==> config.mk <==
export PLATFORM = sky130hd
export DESIGN_NAME = div_iter_multibit
export DESIGN_NICKNAME = d
export VERILOG_FILES = /design/src/rtl/div_iter_multibit.sv
export SDC_FILE = /design/constraint.sdc
export NUM_CORES = 1
export LEC_CHECK = 0
export BUFFER_PORTS_ARGS = -buffer_cell sky130_fd_sc_hd__buf_2
export CAP_MARGIN = 30
export CORE_UTILIZATION = 35
export DETAILED_ROUTE_END_ITERATION = 16
export PLACE_DENSITY = 0.55
export SYNTH_ARGS = -nofsm -noshare
export SYNTH_HDL_FRONTEND = slang
export SYNTH_SLANG_ARGS = --single-unit
==> constraint.sdc <==
create_clock -name clk -period 8.03 [get_ports clk]
set_clock_uncertainty 0.2 [all_clocks]
set_input_delay 0.4015 -clock clk [delete_from_list [all_inputs] [get_ports clk]]
set_output_delay 0.4015 -clock clk [all_outputs]
set_load 0.05 [all_outputs]
==> src/rtl/div_iter_multibit.sv <==
// Iterative restoring divider: BITS_PER_CYCLE quotient bits per cycle, with RV M-extension
// corner cases resolved at accept, a valid/ready result handshake and sequence-number squash.
module div_iter_multibit #(
   parameter int XLEN           = 32,
   parameter int BITS_PER_CYCLE = 2,
   parameter int SQN_W          = 7,
   parameter int TAG_W          = 7
) (
   input  logic             clk,
   input  logic             rst,
   input  logic             in_valid,
   output logic             in_ready,
   input  logic [1:0]       in_op,
   input  logic [XLEN-1:0]  in_a,
   input  logic [XLEN-1:0]  in_b,
   input  logic [SQN_W-1:0] in_sqn,
   input  logic [TAG_W-1:0] in_tag,
   input  logic             br_taken,
   input  logic [SQN_W-1:0] br_sqn,
   output logic             out_valid,
   input  logic             out_ready,
   output logic [XLEN-1:0]  out_result,
   output logic [SQN_W-1:0] out_sqn,
   output logic [TAG_W-1:0] out_tag
);
   localparam int NITER = XLEN / BITS_PER_CYCLE;
   localparam int CNT_W = $clog2(NITER + 1);
   localparam logic [XLEN-1:0] MIN_INT = {1'b1, {(XLEN-1){1'b0}}};

   typedef enum logic [1:0] {IDLE, ITER, DONE} state_t;

   state_t             state_q, state_d;
   logic               vld_q, vld_d;
   logic [CNT_W-1:0]   cnt_q, cnt_d;
   logic [XLEN:0]      rem_q, rem_d;
   logic [XLEN-1:0]    quo_q, quo_d;
   logic [XLEN-1:0]    dvs_q, dvs_d;
   logic               neg_q, neg_d;
   logic               isrem_q, isrem_d;
   logic [XLEN-1:0]    res_q, res_d;
   logic [SQN_W-1:0]   sqn_q, sqn_d;
   logic [TAG_W-1:0]   tag_q, tag_d;

   logic               in_signed, in_isrem, in_young, held_young, accept;
   logic [XLEN-1:0]    a_abs, b_abs;
   logic [SQN_W-1:0]   in_diff, held_diff;
   logic [XLEN:0]      r_step, t_step;
   logic [XLEN-1:0]    q_step, fin_mag;

   assign in_signed  = ~in_op[0];
   assign in_isrem   = in_op[1];
   assign a_abs      = (in_signed && in_a[XLEN-1]) ? -in_a : in_a;
   assign b_abs      = (in_signed && in_b[XLEN-1]) ? -in_b : in_b;

   // Wrap-around age compare: x is younger when (x - br_sqn) is strictly positive as signed.
   assign in_diff    = in_sqn - br_sqn;
   assign held_diff  = sqn_q - br_sqn;
   assign in_young   = ~in_diff[SQN_W-1] && (in_diff != '0);
   assign held_young = ~held_diff[SQN_W-1] && (held_diff != '0);

   assign accept     = in_valid && (state_q == IDLE) && !(br_taken && in_young);

   always_comb begin
      r_step = rem_q;
      q_step = quo_q;
      t_step = '0;
      for (int unsigned i = 0; i < BITS_PER_CYCLE; i++) begin
         r_step = {r_step[XLEN-1:0], q_step[XLEN-1]};
         q_step = {q_step[XLEN-2:0], 1'b0};
         t_step = r_step - {1'b0, dvs_q};
         if (!t_step[XLEN]) begin
            r_step    = t_step;
            q_step[0] = 1'b1;
         end
      end
      fin_mag = isrem_q ? r_step[XLEN-1:0] : q_step;
   end

   always_comb begin
      state_d = state_q;
      vld_d   = vld_q;
      cnt_d   = cnt_q;
      rem_d   = rem_q;
      quo_d   = quo_q;
      dvs_d   = dvs_q;
      neg_d   = neg_q;
      isrem_d = isrem_q;
      res_d   = res_q;
      sqn_d   = sqn_q;
      tag_d   = tag_q;
      case (state_q)
         IDLE: begin
            if (accept) begin
               sqn_d   = in_sqn;
               tag_d   = in_tag;
               isrem_d = in_isrem;
               if (in_b == '0) begin
                  res_d   = in_isrem ? in_a : '1;
                  vld_d   = 1'b1;
                  state_d = DONE;
               end else if (in_signed && in_a == MIN_INT && in_b == '1) begin
                  res_d   = in_isrem ? '0 : MIN_INT;
                  vld_d   = 1'b1;
                  state_d = DONE;
               end else begin
                  rem_d   = '0;
                  quo_d   = a_abs;
                  dvs_d   = b_abs;
                  neg_d   = in_signed && (in_isrem ? in_a[XLEN-1] : (in_a[XLEN-1] ^ in_b[XLEN-1]));
                  cnt_d   = CNT_W'(NITER);
                  state_d = ITER;
               end
            end
         end
         ITER: begin
            rem_d = r_step;
            quo_d = q_step;
            cnt_d = cnt_q - CNT_W'(1);
            if (cnt_q == CNT_W'(1)) begin
               res_d   = neg_q ? -fin_mag : fin_mag;
               vld_d   = 1'b1;
               state_d = DONE;
            end
         end
         DONE: begin
            if (out_ready) begin
               vld_d   = 1'b0;
               state_d = IDLE;
            end
         end
         default: state_d = IDLE;
      endcase
      if (state_q != IDLE && br_taken && held_young) begin
         vld_d   = 1'b0;
         state_d = IDLE;
      end
   end

   always_ff @(posedge clk) begin
      if (!rst) begin
         state_q <= IDLE;
         vld_q   <= 1'b0;
         cnt_q   <= '0;
      end else begin
         state_q <= state_d;
         vld_q   <= vld_d;
         cnt_q   <= cnt_d;
      end
   end

   always_ff @(posedge clk) begin
      rem_q   <= rem_d;
      quo_q   <= quo_d;
      dvs_q   <= dvs_d;
      neg_q   <= neg_d;
      isrem_q <= isrem_d;
      res_q   <= res_d;
      sqn_q   <= sqn_d;
      tag_q   <= tag_d;
   end

   assign in_ready   = (state_q == IDLE);
   assign out_valid  = vld_q;
   assign out_result = res_q;
   assign out_sqn    = sqn_q;
   assign out_tag    = tag_q;
endmodule

# [Yosys cells after proc, flatten, opt, wreduce, memory -nomap -nowiden]
# Index checks and enable logic that the tools add are counted.
# Widths: inputs -> output; s select.
[word_totals] output_inout_bits=48 ramBits=0 input_bits=92 n_memories=0 wordCells=104 mem_bits_ro=0 register_bits=152 latch_bits=0
[op_classes] n_lt_le_gt_ge=0 n_mul=0 n_eq_ne=11 n_bitwise=7 muxes=40 n_shift=0 n_reduce_logical=27 addsub=8 div_mod_pow=0
[op_table] op="$mux 32" n=18
[op_table] op="$pmux 32 s2" n=3
[op_table] op="$neg 32->32" n=3
[op_table] op="$sub 33x32->33" n=2
[op_table] op="$eq 32x32->1 const B" n=2
[op_table] op="$logic_not 32->1" n=1
[op_table] op="$mux 5" n=3
[op_table] op="$reduce_bool 7->1" n=2
[op_table] op="$sub 7x7->7" n=2
[op_table] op="$logic_and 1x1->1" n=12
[op_table] op="$reduce_and 4->1" n=3
[op_table] op="$mux 2" n=5
[op_table] op="$pmux 5 s2" n=1
[op_table] op="$mux 1" n=8
[op_table] op="$ne 2x2->1 const B" n=4
[op_table] op="$not 1->1" n=6
[op_table] op="$pmux 2 s3" n=1
[op_table] op="$eq 5x1->1 const B" n=1
[op_table] op="$reduce_and 5->1" n=1
[op_table] op="$sub 5x1->5 const B" n=1
[op_table] op="$reduce_bool 2->1" n=2
[op_table] op="$ne 3x1->1 const B" n=1
[op_table] op="$pmux 1 s3" n=1
[op_table] op="$reduce_and 3->1" n=1
[op_table] op="9 further kinds" n=9

# [Longest topological paths before layout]
# Gate-level depths: netlist (run 1).
[logic_depth] ltp_word=9 mapped_depth=36 ltp_nobuf=32

# [Worst setup path before layout (run 1)]
# Ideal clock, no wire load.
[synth_timing] path_kind="flip-flop to flip-flop" start="register dvs_q[0]" end="register res_q[28], in the netlist out_result[28], data pin" arrival_ps=7407 required_ps=7559 slack_ps=151 setup_time_ps=271 n_path_buf=7 period_less_slack_ps=7879 stages_incl_launch_ff=35 cell_sequence="edfxtp_1 -> ha_1 -> inv_1 -> fa_1 -> nand3_1 -> a211o_1 -> a211oi_2 -> o21ai_1 -> a211oi_2 -> buf_4 -> buf_6 -> clkbuf_1 -> clkbuf_1 -> mux2_2 -> ha_1 -> nand3_1 -> a2111oi_0 -> o21ai_0 -> nor3b_1 -> a21bo_2 -> buf_2 -> xor2_1 -> or2_1 -> nand3_2 -> clkbuf_1 -> clkbuf_1 -> a21oi_1 -> a21oi_1 -> ha_1 -> o211ai_1 -> and2_1 -> nand4bb_1 -> o41ai_2 -> xor2_1 -> o22ai_1"
[synth_between] elab_chain_cells=9
[synth_rtl] element="start, declared" line="37" text="logic [XLEN-1:0] dvs_q, dvs_d;"
[synth_rtl] element="start signal, assigned" line="154" text="dvs_q <= dvs_d;"
[synth_rtl] element="$sub 33x32->33" line="70" text="t_step = r_step - {1'b0, dvs_q};"
[synth_rtl] element="$mux 32" line="71" text="if (!t_step[XLEN]) begin"
[synth_rtl] element="$sub 33x32->33" line="70"
[synth_rtl] element="$mux 1 or $mux 32 (tied branches)" line="71"
[synth_rtl] element="$mux 32 (*)" line="76" text="fin_mag = isrem_q ? r_step[XLEN-1:0] : q_step;"
[synth_rtl] element="$neg 32->32" line="120" text="res_d = neg_q ? -fin_mag : fin_mag;"
[synth_rtl] element="$mux 32 (*)" line="120"
[synth_rtl] element="$mux 32 (*)" line="119" text="if (cnt_q == CNT_W'(1)) begin"
[synth_rtl] element="$pmux 32 s2 (*)" line="91" text="case (state_q)"
[synth_rtl] element="net res_d[28]" line="40" text="logic [XLEN-1:0] res_q, res_d;"
[synth_rtl] element="end signal, assigned" line="157" text="res_q <= res_d;"
[synth_rtl] element="end, declared" line="40"
# The timed path passes the listed nets; every way through them passes the cells marked *. The select of a mux whose other input is x is not followed.
# A chain may end at the register's enable or synchronous reset.

# [Final worst setup path (run 1)]
[layout_timing] start="register quo_q[31]" end="register res_q[28], in the netlist out_result[28], data pin"
[layout_between] elab_chain_cells=9
[layout_rtl] element="start, declared" line="36" text="logic [XLEN-1:0] quo_q, quo_d;"
[layout_rtl] element="start signal, assigned" line="153" text="quo_q <= quo_d;"
[layout_rtl] element="$sub 33x32->33" line="70"
[layout_rtl] element="$mux 32" line="71"
[layout_rtl] element="$sub 33x32->33" line="70"
[layout_rtl] element="$mux 1 or $mux 32 (tied branches)" line="71"
[layout_rtl] element="$mux 32 (*)" line="76"
[layout_rtl] element="$neg 32->32" line="120"
[layout_rtl] element="$mux 32 (*)" line="120"
[layout_rtl] element="$mux 32 (*)" line="119"
[layout_rtl] element="$pmux 32 s2 (*)" line="91"
[layout_rtl] element="net res_d[28]" line="40"
# Marked as above.

==> results of run 1 <==
## flip-flops by register name (all words and copies together), names as in the netlist
register / flops
cnt_q: 5
dvs_q: 32
isrem_q: 1
neg_q: 1
out_result: 32
out_sqn: 7
out_tag: 7
out_valid: 1
quo_q: 32
rem_q: 32
state_q: 2
## worst max-delay path, delay by kind of cell, from the launching register on
family                   cells  cell delay (ps)
flip-flops                   1              390
XOR/XNOR                     2              370
adder cells (fa/ha/maj)      4             1130
AND/OR/NAND/NOR              8             1560
multiplexers                 1              400
buffers and inverters        4              580
AO/OA/AOI/OAI               11             2700
## final timing paths
| check | from | to | slack, ps |
|---|---|---|---|
| worst max register to register | quo_q[31] | out_result[28] | 390 |
| worst min-delay path | in_b[26] | dvs_q[26] | 70 |
| worst max-delay path | quo_q[31] | out_result[28] | 390 |
| worst min register to register | out_valid | out_valid | 280 |
## what timing repair did
| item | CTS | global route |
|---|---|---|
| gates resized for setup | 0 | 17 |
| setup endpoints to repair | 0 | 22 |
| hold buffers | 17 | 0 |
| endpoints found under the hold margin | 20 | 0 |
| buffers inserted | 0 | 1 |
## through the flow
step	hold WS (ps)	worst slack, ps	std cells	instance area [µm²]
after detailed placement	272.9	144.6	2212	15030
after CTS	58.72	130.9	2261	15840
after global placement	273.6	236.8	2208	14950
after floorplan	280.1	151.3	1586	13560
final	71.11	388.2	2262	15910
after global routing	69.41	0.9113	2262	15910
## kinds of logic (layout without fill, tap and decap cells)
family,Yosys count,in the layout,share of synthesized area
AOI/OAI and AO/OA,471,471,0.2214
xor gates and xnor gates,143,143,0.09239
adders and majority gates,86,86,0.08159
buffers and inverters,155,320,0.04578
DFF,152,152,0.3308
muxes,30,30,0.02400
and+or+nand+nor,549,549,0.2040
## layer usage
layer,part of all wire,global-route usage,vias to the layer above
li1,-,-,6150
met1,0.43,0.2779,5982
met2,0.51,0.4263,262
met3,0.030,0.03391,89
met4,0.034,0.09516,2
met5,0.00020,0,-
## placed cells by master, fill, tap and decap left out, drive strengths merged, types with 13 or more instances in the layout
master	instances
a21o	33
a21oi	133
a31oi	34
and2	18
buf	186
clkbuf	19
dlygate4sd3	17
edfxtp	144
ha	82
inv	88
mux2	20
nand2	156
nand2b	30
nand3	37
nand4	26
nor2	119
nor2b	34
nor3	47
nor4	17
o211ai	14
o21ai	115
o22ai	18
o31ai	30
or3	13
xnor2	78
xor2	65
## layout make-up
| class | instances | area, µm² | share of cell area |
|---|---|---|---|
| timing repair buffer | 203 | 1276 | 0.08019 |
| clock inverter | 13 | 191.4 | 0.01203 |
| sequential | 152 | 4484 | 0.2818 |
| clock buffer | 19 | 452.9 | 0.02846 |
| inverter | 85 | 319.1 | 0.02005 |
| multi-input combinational | 1279 | 8551 | 0.5373 |
| tap | 511 | 639.4 | 0.04018 |
==> flow_summary.ini, run 1 <==
[status]
outcome = finished clean

[routing]
drc = 0
num_vias = 12490
routed_wl_um = 45900
antenna_left = 0
first_pass_iters = 5
vias_per_cell = 5.519
wl_per_cell_um = 20.29
drt_iter0_markers = 754

[floorplan]
rows = 71
num_io_pins = 140
coreArea_mm2 = 0.03793
die_w_um = 198.8
die_y_um = 198.8
start_util = 0.3574
die_area_mm2 = 0.03952

[clock_network]
cts_tree = done
cts_buffer_depth = 2
cts_root_buf = clkbuf_16
htreeDepth = 4
clock_latency_ps = 470
path_clk_slew_ps = 70
cts_made_buffers = 17
clock_sinks = 152

[final_layout]
layout-drive-gt1-share = 0.1576
syn_to_final_growth_pct = 17.40
nNetsFinal = 1916
fin_util = 0.4195
num-fill-cells = 3840
n_antenna_cell = 0

[synthesis]
synth_common_cells = 156 x nand2_1, 144 x edfxtp_1, 133 x a21oi_1, 118 x nor2_1, 113 x o21ai_0
avgSynthCellArea_um2 = 8.547
synth.area.top_cells = edfxtp_1 32%, ha_1 7.6%, xnor2_1 5.0%, a21oi_1 4.9%, nand2_1 4.3%
synth.distinct_cells = 83
synth.most_common_cell = nand2_1
synthArstFlopShare = 0
synthDominantCellAreaShare = 0.3190
ys_ff_latch = 152
ys.flop_type = edfxtp_1
synth_edf_count = 144
synthesis.instances = 1586
syn-num-nets = 1764
synth.cell_area_mm2 = 0.01356
yosys.area.top_type = edfxtp_1
ys_seq_area_frac = 0.3308
yosysWarnings = 0

[placement]
gp_congestion = 0.9188
portBuffers = 139
dp.final_hpwl_um = 35910

[global_routing]
grt_pass1_wl_um = 69610
grt_overflow_total = 0
grt_pass1_vias = 12290
antenna_found_initial = 1
track_usage = 0.2358
grt_max_degree = 66

[setup_path]
crit_required_ps = 8020
startpoint_type = register
crit_type = reg2reg
crit_slowest_cell = ha_1
crit_arrival_ps = 7630
cpPeakStageDelay_ps = 440
crit_path_end_kind = register
reg2reg_depth = 30
cpMostUsedCell = ha_1
worstPathMaxFanout = 34

[sta]
max-slew-margin-rel = 0.3463
maxSlewViolCount = 0
fin_tns_setup_ps = 0
rsz0062_at_grt = false
fmax_mhz = 130.9
fin_crit_ps = 7642
setup_viol = 0
max_slew.worst_pin.slew_ps = 978.6
final.period_utilization = 0.9517
hold_viol = 0

[min_path]
hold_path_class = in2reg
hold_path_depth = 2

[job]
max_cap_violations = 0
Power of run 1 is not shown: default switching activity piles up to over one toggle a cycle in this logic, so the estimate is an artifact.
==> run 2: changes to the inputs <==
Settings changed: PLACE_DENSITY 0.55 to 0.53, REMOVE_ABC_BUFFERS set to 1.
Clock period 8.03 ns to 7.7 ns, I/O delays scaled along.
==> flow_summary.ini, run 2 (synthesis gave the netlist of run 1 again) <==
[setup_path]
cpLargestDelayFamily = compound AO/OA/AOI/OAI gates
crit_slowest_cell = a211o_4
reg2reg_from = dvs_q[0]
crit_type = reg2reg
cpMostUsedCell = buf_4
crit_start = dvs_q[0]
crit_required_ps = 7680
cpPeakStageDelay_ps = 440
crit_arrival_ps = 7310
startpoint_type = register
crit_path_end_kind = register
crit_buf_inv = 5
worstPathMaxFanout = 12

[job]
max_cap_violations = 0

[routing]
wl_per_cell_um = 20.57
vias_per_cell = 5.580
first_pass_iters = 7
antenna_left = 0
drt_iter0_markers = 988
num_vias = 12820
drc = 0
routed_wl_um = 47260

[min_path]
min_from = in_b[16]
hold_path_class = in2reg

[global_routing]
grt_max_degree = 66
grt_pass1_vias = 12590
grt_pass1_wl_um = 71460
grt_overflow_total = 0
track_usage = 0.2413
antenna_found_initial = 2

[floorplan]
coreArea_mm2 = 0.03793
die_y_um = 198.8
die_area_mm2 = 0.03952
die_w_um = 198.8
rows = 71
start_util = 0.3574
num_io_pins = 140

[final_layout]
final_common_cell = nand2_1
final_cell_mix = 156 x nand2_1, 144 x edfxtp_1, 139 x buf_2
syn_to_final_growth_pct = 19.24
nNetsFinal = 1951
finalInstanceArea_mm2 = 0.01616
layout-drive-gt1-share = 0.1792

[placement]
placedInstanceArea_mm2 = 0.01526
dp_worst_setup_slack_ps = -80.16
portBuffers = 139
dp.final_hpwl_um = 36680
gp_congestion = 0.9176

[sta]
setup_viol = 0
fin_crit_ps = 7330
final.period_utilization = 0.9519
max_slew.worst_pin.slew_ps = 1007
rsz0062_at_grt = true
maxSlewViolCount = 0
fin_ws_ps = 370.4
max-slew-margin-rel = 0.3289
hold_viol = 0
fmax_mhz = 136.4

[clock_network]
htreeDepth = 4
clock_sinks = 152
path_clk_slew_ps = 70
clock_latency_ps = 470
cts_root_buf = clkbuf_16
cts_buffer_depth = 2
cts_made_buffers = 17
cts_tree = done

[status]
outcome = finished clean
run 2: cell count changes in the layout (fill, tap and decap cells not counted), sizes merged:
cell	before	now
clkinv	6	3
diode	0	1
bufinv	4	2
clkbuf	19	20
buf	186	220
inv	88	93
run 2: routing by layer:
layer	vias up	track usage	wire length, µm
met1	6134	0.3056	20340
li1	6228	-	-
met4	0	0.1060	1806
met3	82	0.03611	2575
met2	379	0.4055	22540
met5	-	0	0
run 2: final timing paths:
check                                       to  slack (ps)  cells past startpoint
worst min-delay path                 dvs_q[16]          60                      2
worst max register to register  out_result[25]         370                     28
worst max-delay path            out_result[25]         370                     28
worst min register to register       out_valid         270                      2
run 2: what timing repair did:
| item | 4_1_cts | 5_1_grt |
|---|---|---|
| gates resized for setup | 3 | 25 |
| setup buffers | 0 | 2 |
| hold buffers | 17 | 0 |
| pin swaps | 0 | 4 |
| setup endpoints to repair | 4 | 29 |
| endpoints found under the hold margin | 22 | 0 |
| cloned | 0 | 0 |
run 2: stage by stage:
step | std cells | setup TNS [ps] | hold slack [ps] | util
after floorplan | 1516 | -6472 | 280.1 | -
after global placement | 2244 | 0 | 260.6 | 0.4020
after detailed placement | 2245 | -81.09 | 257.5 | 0.4022
after CTS | 2294 | 0 | 41.07 | 0.4231
after global routing | 2298 | -52.88 | 49.36 | 0.4261
final | 2298 | 0 | 58.38 | 0.4261
run 2: area by class of cell:
type | instances | area (µm²)
clock inverters | 13 | 160.2
fillers | 3857 | 21770
flip-flops and latches | 152 | 4484
inverters | 85 | 319.1
multi-input cells | 1279 | 8598
clock buffers | 19 | 442.9
repair buffers | 238 | 1516
well taps | 511 | 639.4
diodes | 1 | 2.502
Power of run 2 is left out for the same reason.
